<file path="src/rtl/shift_sequencer_ctrl_pkg.sv">
// Shared definitions for the serial shift sequencer: FSM state codes and default widths.
package shift_sequencer_ctrl_pkg;

  localparam int SW_DEF = 26;
  localparam int EW_DEF = 5;

  typedef enum logic [1:0] {
    ST_IDLE   = 2'd0,
    ST_SHIFT  = 2'd1,
    ST_FINISH = 2'd2
  } state_e;

endpackage

</file>
<file path="src/rtl/shift_sequencer_ctrl_bit_reverse_mux.sv">
// Select-controlled bit reversal; lets left shifts reuse the right-shift datapath.
module bit_reverse_mux #(
  parameter int SW = 26
) (
  input  logic          sel,
  input  logic [SW-1:0] in_d,
  output logic [SW-1:0] out_d
);

  for (genvar j = 0; j < SW; j++) begin : g_bit
    assign out_d[j] = sel ? in_d[SW-1-j] : in_d[j];
  end

endmodule

</file>
<file path="src/rtl/shift_sequencer_ctrl.sv">
// Serial logical shifter controller: one binary-weighted right-shift stage per cycle,
// left shifts wrapped in bit reversal, sticky OR of every discarded bit.
import shift_sequencer_ctrl_pkg::*;

module shift_sequencer_ctrl #(
  parameter int SW = SW_DEF,
  parameter int EW = EW_DEF
) (
  input  logic          clk,
  input  logic          rst,
  input  logic          start_i,
  input  logic          left_i,
  input  logic [EW-1:0] shamt_i,
  input  logic [SW-1:0] data_i,
  output logic          ready_o,
  output logic          busy_o,
  output logic          done_o,
  output logic [SW-1:0] data_o,
  output logic          sticky_o
);

  localparam int KW = (EW > 1) ? $clog2(EW) : 1;

  state_e        state;
  logic [SW-1:0] work;
  logic [EW-1:0] amt;
  logic [KW-1:0] k;
  logic          dir;
  logic          stk;

  logic [SW-1:0] load_w;
  logic [SW-1:0] out_w;
  logic [EW-1:0] step;
  logic [SW-1:0] lost_mask;
  logic [SW-1:0] shifted;
  logic          lost;

  bit_reverse_mux #(.SW(SW)) u_rev_load (
    .sel  (left_i),
    .in_d (data_i),
    .out_d(load_w)
  );

  bit_reverse_mux #(.SW(SW)) u_rev_out (
    .sel  (dir),
    .in_d (work),
    .out_d(out_w)
  );

  // Stage k shifts by 2^k; the low 2^k bits fall off and feed the sticky.
  always_comb begin
    step      = EW'(1) << k;
    lost_mask = ~({SW{1'b1}} << step);
    shifted   = work >> step;
    lost      = |(work & lost_mask);
  end

  assign ready_o = (state == ST_IDLE);
  assign busy_o  = ~ready_o;

  always_ff @(posedge clk or posedge rst) begin
    if (rst) begin
      state    <= ST_IDLE;
      work     <= '0;
      amt      <= '0;
      k        <= '0;
      dir      <= 1'b0;
      stk      <= 1'b0;
      data_o   <= '0;
      sticky_o <= 1'b0;
      done_o   <= 1'b0;
    end else begin
      done_o <= 1'b0;
      case (state)
        ST_IDLE: begin
          if (start_i) begin
            work  <= load_w;
            amt   <= shamt_i;
            dir   <= left_i;
            k     <= KW'(EW-1);
            stk   <= 1'b0;
            state <= ST_SHIFT;
          end
        end
        ST_SHIFT: begin
          if (amt[k]) begin
            work <= shifted;
            stk  <= stk | lost;
          end
          if (k == '0) state <= ST_FINISH;
          else         k     <= k - 1'b1;
        end
        ST_FINISH: begin
          data_o   <= out_w;
          sticky_o <= stk;
          done_o   <= 1'b1;
          state    <= ST_IDLE;
        end
        // Unused encoding falls back to IDLE.
        default: state <= ST_IDLE;
      endcase
    end
  end

endmodule
</file>
<file path="config.mk">
export PLATFORM = sky130hd
export DESIGN_NAME = shift_sequencer_ctrl
export DESIGN_NICKNAME = d
export VERILOG_FILES = /design/src/rtl/shift_sequencer_ctrl_pkg.sv /design/src/rtl/shift_sequencer_ctrl_bit_reverse_mux.sv /design/src/rtl/shift_sequencer_ctrl.sv
export SDC_FILE = /design/constraint.sdc
export NUM_CORES = 1
export LEC_CHECK = 0
export BUFFER_PORTS_ARGS = -buffer_cell sky130_fd_sc_hd__buf_2
export CAP_MARGIN = 20
export CORE_UTILIZATION = 50
export CTS_CLUSTER_SIZE = 10
export DETAILED_ROUTE_END_ITERATION = 10
export PLACE_DENSITY = 0.73
export SLEW_MARGIN = 25
export SYNTH_ARGS = -nofsm -noshare
export SYNTH_HDL_FRONTEND = slang
export SYNTH_SLANG_ARGS = --single-unit
</file>
<file path="constraint.sdc">
create_clock -name clk -period 3.2 [get_ports clk]
set_input_delay 0.64 -clock clk [delete_from_list [all_inputs] [get_ports clk]]
set_output_delay 0.64 -clock clk [all_outputs]
set_load 0.01 [all_outputs]
</file>
== Word level (Yosys, flattened, before mapping) ==
Cells that the tools add are included.
Word-level totals
  output and inout port bits: 30
  word-level logic and storage cells: 99
  register bits after elaboration: 66
Cells by class
  $lt $le $gt $ge: 1
  equal/unequal tests: 6
  reductions and logical operators: 8
  bitwise logic cells: 4
  shift operators: 3
  muxes and demuxes: 67
  $add $sub $neg: 1
Operators by type and width (count)
  1-bit two-way mux: 56
  26-bit two-way mux: 2
  26-bit case mux with 2 select lines: 1
  26-bit AND: 1
  26-bit NOT: 1
  26-bit OR reduction: 1
  26-bit by 5-bit left shift with 26-bit output, first input constant: 1
  26-bit by 5-bit right shift with 26-bit output: 1
  2-bit inequality test, second input constant: 4
  3-bit two-way mux: 2
  3-bit case mux with 2 select lines: 1
  3-bit AND reduction: 2
  1-bit by 3-bit left shift with 5-bit output, first input constant: 1
  3-bit by 4-bit less-than comparator with 1-bit output, second input constant: 1
  2-bit two-way mux: 2
  2-bit case mux with 2 select lines: 1
  2-bit AND reduction: 2
  1-bit binary-select mux with 3-bit select: 1
  3-bit zero test: 1
  3-bit by 1-bit subtractor with 3-bit output, second input constant: 1
  2-bit by 1-bit equality test with 1-bit output, second input constant: 1
  2-bit equality test, second input constant: 1
  2-bit zero test: 1
  1-bit case mux with 2 select lines: 1
  3 further kinds: 3

== Depth between registers and ports, before layout ==
  depth after elaboration: 8
  gate-level depth with buffers: 10
  mapped depth without buffers: 7

== Hierarchy ==
From an unflattened synthesis, not the netlist that was laid out.
Second synthesis, totals
  cells, all modules: 580
  area, all modules: 5596.6 um^2
Modules (own cells, without submodules)
  shift_sequencer_ctrl: area an instance 4758.3 um^2, cells an instance 522, times used 1
  bit_reverse_mux: area an instance 419.2 um^2, cells an instance 29, times used 2

== Worst setup path after synthesis ==
OpenSTA, ideal clock, no wires.
  kind: register -> register
  from: reg k[0]
  to: reg work[3]
  buffers on the path: 1
  data required time: 3071 ps
  arrival time: 2264 ps
  period minus slack after synthesis: 2393 ps
  slack: 807 ps
  library setup time: 129 ps
  cell stages (with the launch flop): 9
  path through: dfrtp_1 -> inv_1 -> ha_1 -> nor2b_1 -> buf_6 -> mux4_2 -> a221o_1 -> a221oi_1 -> a21oi_1
On the way
  word-level cells in the longest chain between the ends: 4
  elaborated cells on any way between the ends: 8
RTL lines
  start, declared: line shift_sequencer_ctrl.sv:27  | logic [KW-1:0] k;
  start signal, assigned: line shift_sequencer_ctrl.sv:80  | k <= KW'(EW-1);
  start signal, assigned: line shift_sequencer_ctrl.sv:91  | else k <= k - 1'b1;
  1-bit by 3-bit left shift with 5-bit output / 1-bit binary-select mux with 3-bit select (equally long branches): line shift_sequencer_ctrl.sv:52, shift_sequencer_ctrl.sv:86
  26-bit by 5-bit right shift with 26-bit output / 1-bit two-way mux (equally long branches): line shift_sequencer_ctrl.sv:54, shift_sequencer_ctrl.sv:86
  26-bit two-way mux / 2-bit inequality test (equally long branches)
  26-bit case mux with 2 select lines / 3-bit AND reduction (equally long branches)
  end signal, assigned: line shift_sequencer_ctrl.sv:77  | work <= load_w;
  end signal, assigned: line shift_sequencer_ctrl.sv:87  | work <= shifted;
  end, declared: line shift_sequencer_ctrl.sv:25  | logic [SW-1:0] work;
Parallel ways exist; a longest one is shown, timed or not. The select of a mux whose other input is x is not followed.
A chain may end at the register's enable or synchronous reset.

== Worst setup path after layout ==
  from: reg k[0]
  to: reg work[10]
The elaborated chain is that of the path after synthesis.

==> results.ini <==
[drt]
ant_nets=0
routed_wirelength_mm=19.11
via_count=5126
detail_route.first_pass.iterations=8
route.detailed.drc=0
avgRoutedWirePerCell_um=25.11
post_drt_via_cell_ratio=6.736
detail_route.iter0.violations=574

[clock_tree]
clock_pin_slew_of_the_registers_on_the_worst_case_setup_and_hold_paths_ps=90
worstSkewPairLatency_ps=380
cts_buffers=9
tritoncts_clock_tree=yes
cts_max_level=3
post_cts.resized_instances=0
cts-root-to-sink-buffers=2
cts_sinks=66
hold_buffers=0
post-cts-setup-buffers=0
cts_root_buffer=sky130_fd_sc_hd__clkbuf_8

[setup_path]
crit_chain=inv_1, ha_1, buf_12, mux4_2, and2_1, o311ai_1, o21ai_0, a221o_1
timing.rr.end=work[10]
total_stage_count_of_the_critical_path=8
cpPeakStageDelay_ps=520
crit_path_end=work[10]
crit_start=k[0]
cp_top_family=compound AO/OA/AOI/OAI gates
r2r_slack_ps=280
worstSetupEndpointType=flip-flop
timing.rr.start=k[0]
critPathRequiredTime_ps=3470
arrival_ps=3190
reg2reg_depth=8
cp_num_buf_inv=2
path_max_fanout=47
timing.critical_path.slowest_stage_cell=sky130_fd_sc_hd__mux4_2
type_of_origin_of_the_critical_path=flip-flop
path_class=reg2reg

[floorplanning]
rows=36
initial_core_util_pct=52.29
floorplan.die_area_sq_um=10770
chipWidth_um=103.8
io_pins=65
core_region_area_sq_um=9910
die_h_um=103.8

[synthesis]
fraction_of_the_yosys_area_taken_by_sequential_cells_pct=31.88
synthMostInstantiatedCell=sky130_fd_sc_hd__mux2i_1
synth_cell_type_count=68
synth_top_cells_by_area=sky130_fd_sc_hd__dfrtp_1, sky130_fd_sc_hd__mux2i_1, sky130_fd_sc_hd__mux4_2
post_synth_inst_count=578
syn-cell-area_sq_um=5181
yosys.area.top_type_share_pct=31.88
postSynthAreaPerCell_sq_um=8.964
ys_seq_elements=66
postSynthNetCount=618
postSynth.asyncResetShare_pct=100.0
synth-warning-count=0
synth_edf_count=0
synth.cells.most_frequent=sky130_fd_sc_hd__mux2i_1, sky130_fd_sc_hd__dfrtp_1, sky130_fd_sc_hd__nand2_1, sky130_fd_sc_hd__o21ai_0, sky130_fd_sc_hd__clkbuf_1
post-synth-top-area-cell=sky130_fd_sc_hd__dfrtp_1
ys_dominant_reg_cell=sky130_fd_sc_hd__dfrtp_1

[final_layout]
nets=663
area.growth.synth_to_final_pct=14.39
fraction_of_layout_cells_with_a_size_suffix_above_1_pct=23.73
insertedDiodeCount=0

[timing]
final_total_negative_setup_slack_ps=0
clock.fmax_ghz=0.3421
max_slew.worst_pin.slew_ps=911.3
timing.final.max_slew_violations=0
slew_headroom_pct=39.25
layout_min_cycle_time_ps=2923
setup-violations-final=0
final_min_period_over_clock_period_pct=91.35
grt_setup_unrepaired=false
hold_fails_final_rpt=0
worst_clock_skew_ps=16.79
final.hold.worst_slack_ps=313.7

[pwr]
p_leak_uw=0.002672
powerDensity_nw_per_um2=1222
total_power_uw=7241
irDropWorstVdd_mv=0.6001

[global_routing]
number_of_antenna_violations_at_the_first_check_in_global_routing=0
first_global_vias=4936
first_pass_grt_wire_length_mm=29.44
grt_overflow=0
grt_max_degree=48
grtUsageTotal_pct=36.43

[placement]
placement.io_buffers=64
post_dp_hpwl_mm=13.51
gp_routability_congestion=1.020

[status]
outcome=completed

[worst_hold_path]
hold_class=in2async

[flow_run]
drv.max_cap_violation_count=0

worst register-to-register path, cell delays in order, from the launching register on:
cell and delay [ps]:
sky130_fd_sc_hd__dfrtp_1 470, sky130_fd_sc_hd__inv_1 140, sky130_fd_sc_hd__ha_1 240, sky130_fd_sc_hd__buf_12 270, sky130_fd_sc_hd__mux4_2 520, sky130_fd_sc_hd__and2_1 180
sky130_fd_sc_hd__o311ai_1 440, sky130_fd_sc_hd__o21ai_0 200, sky130_fd_sc_hd__a221o_1 360
sequential cells by signal, indices dropped and copies added (netlist names):
register  cells
done_o        1
stk           1
k             3
amt           5
sticky_o      1
state         2
data_o       26
work         26
dir           1
placed cells by master, fill, tap and decap left out, drive strengths merged, types with 4 or more instances in the layout:
cell    Yosys  layout
a211o       5       5
a211oi      8       8
a21oi      24      24
a221o       8       8
a221oi      5       5
a22oi       6       6
a31oi       7       7
and2        7       7
and3b       5       5
buf        27      96
clkbuf     35      10
dfrtp      66      66
ha          5       5
inv        16      17
mux2       18      18
mux2i      69      69
mux4       11      11
nand2      54      54
nand2b      8       8
nand3       9       9
nand4       6       6
nor2       30      30
nor2b       9       9
nor3       11      11
o211ai      9       9
o21ai      50      50
o221ai      5       5
o311ai      4       4
o31ai       5       5
layout make-up:
cell class	count	area [sq um]
Clock inverter	6	112.6
Multi-Input combinational cell	434	3201
Tap cell	133	166.4
Timing Repair Buffer	96	598.1
Clock buffer	10	137.6
Inverter	16	60.06
Sequential cell	66	1652
Fill cell	904	3983
cell families (layout without fill, tap and decap cells):
logic type,Yosys count,count (layout),synth area share [%]
adder cells (fa/ha/maj),8,8,1.787
buffers and inverters,78,128,6.399
flip-flops,66,66,31.88
AND/OR/NAND/NOR,155,155,14.97
XOR/XNOR,1,1,0.1691
AO/OA/AOI/OAI,172,172,22.77
multiplexers,98,98,22.02
worst min-delay path by stage:
| stage | to | slack (ps) | cells after the start |
|---|---|---|---|
| after floorplan | amt[4] | 470 | 1 |
| after global placement | data_o[10] | 460 | 2 |
| after detailed placement | data_o[8] | 460 | 2 |
| after CTS | work[8] | 330 | 2 |
| after global routing | work[8] | 370 | 2 |
| final | work[8] | 310 | 2 |
stage by stage:
stage	area, sq um	instances	util, %	worst slack [ps]
2_1_floorplan	5181	578	-	806.9
3_3_place_gp	5674	745	57.26	409.1
3_5_place_dp	5674	745	57.26	397.5
4_1_cts	5924	761	59.79	364.6
5_1_grt	5927	761	59.81	227.5
6_report	5927	761	59.81	276.9
power by group:
| group | internal [uW] | total, uW | switching (uW) |
|---|---|---|---|
| logic | 1850 | 4400 | 2550 |
| registers | 1230 | 1920 | 687 |
| clock network | 542 | 921 | 379 |
metal layers:
layer  GRT usage (%)  routed length [um]  vias to the layer above
li1                -                   -                     2251
met1           48.78                7865                     2466
met2           55.90                8571                      329
met5               0                   0                        -
met4           19.39                 905                        0
met3           6.797                1768                       80
Power figures use the tool's default switching activity.
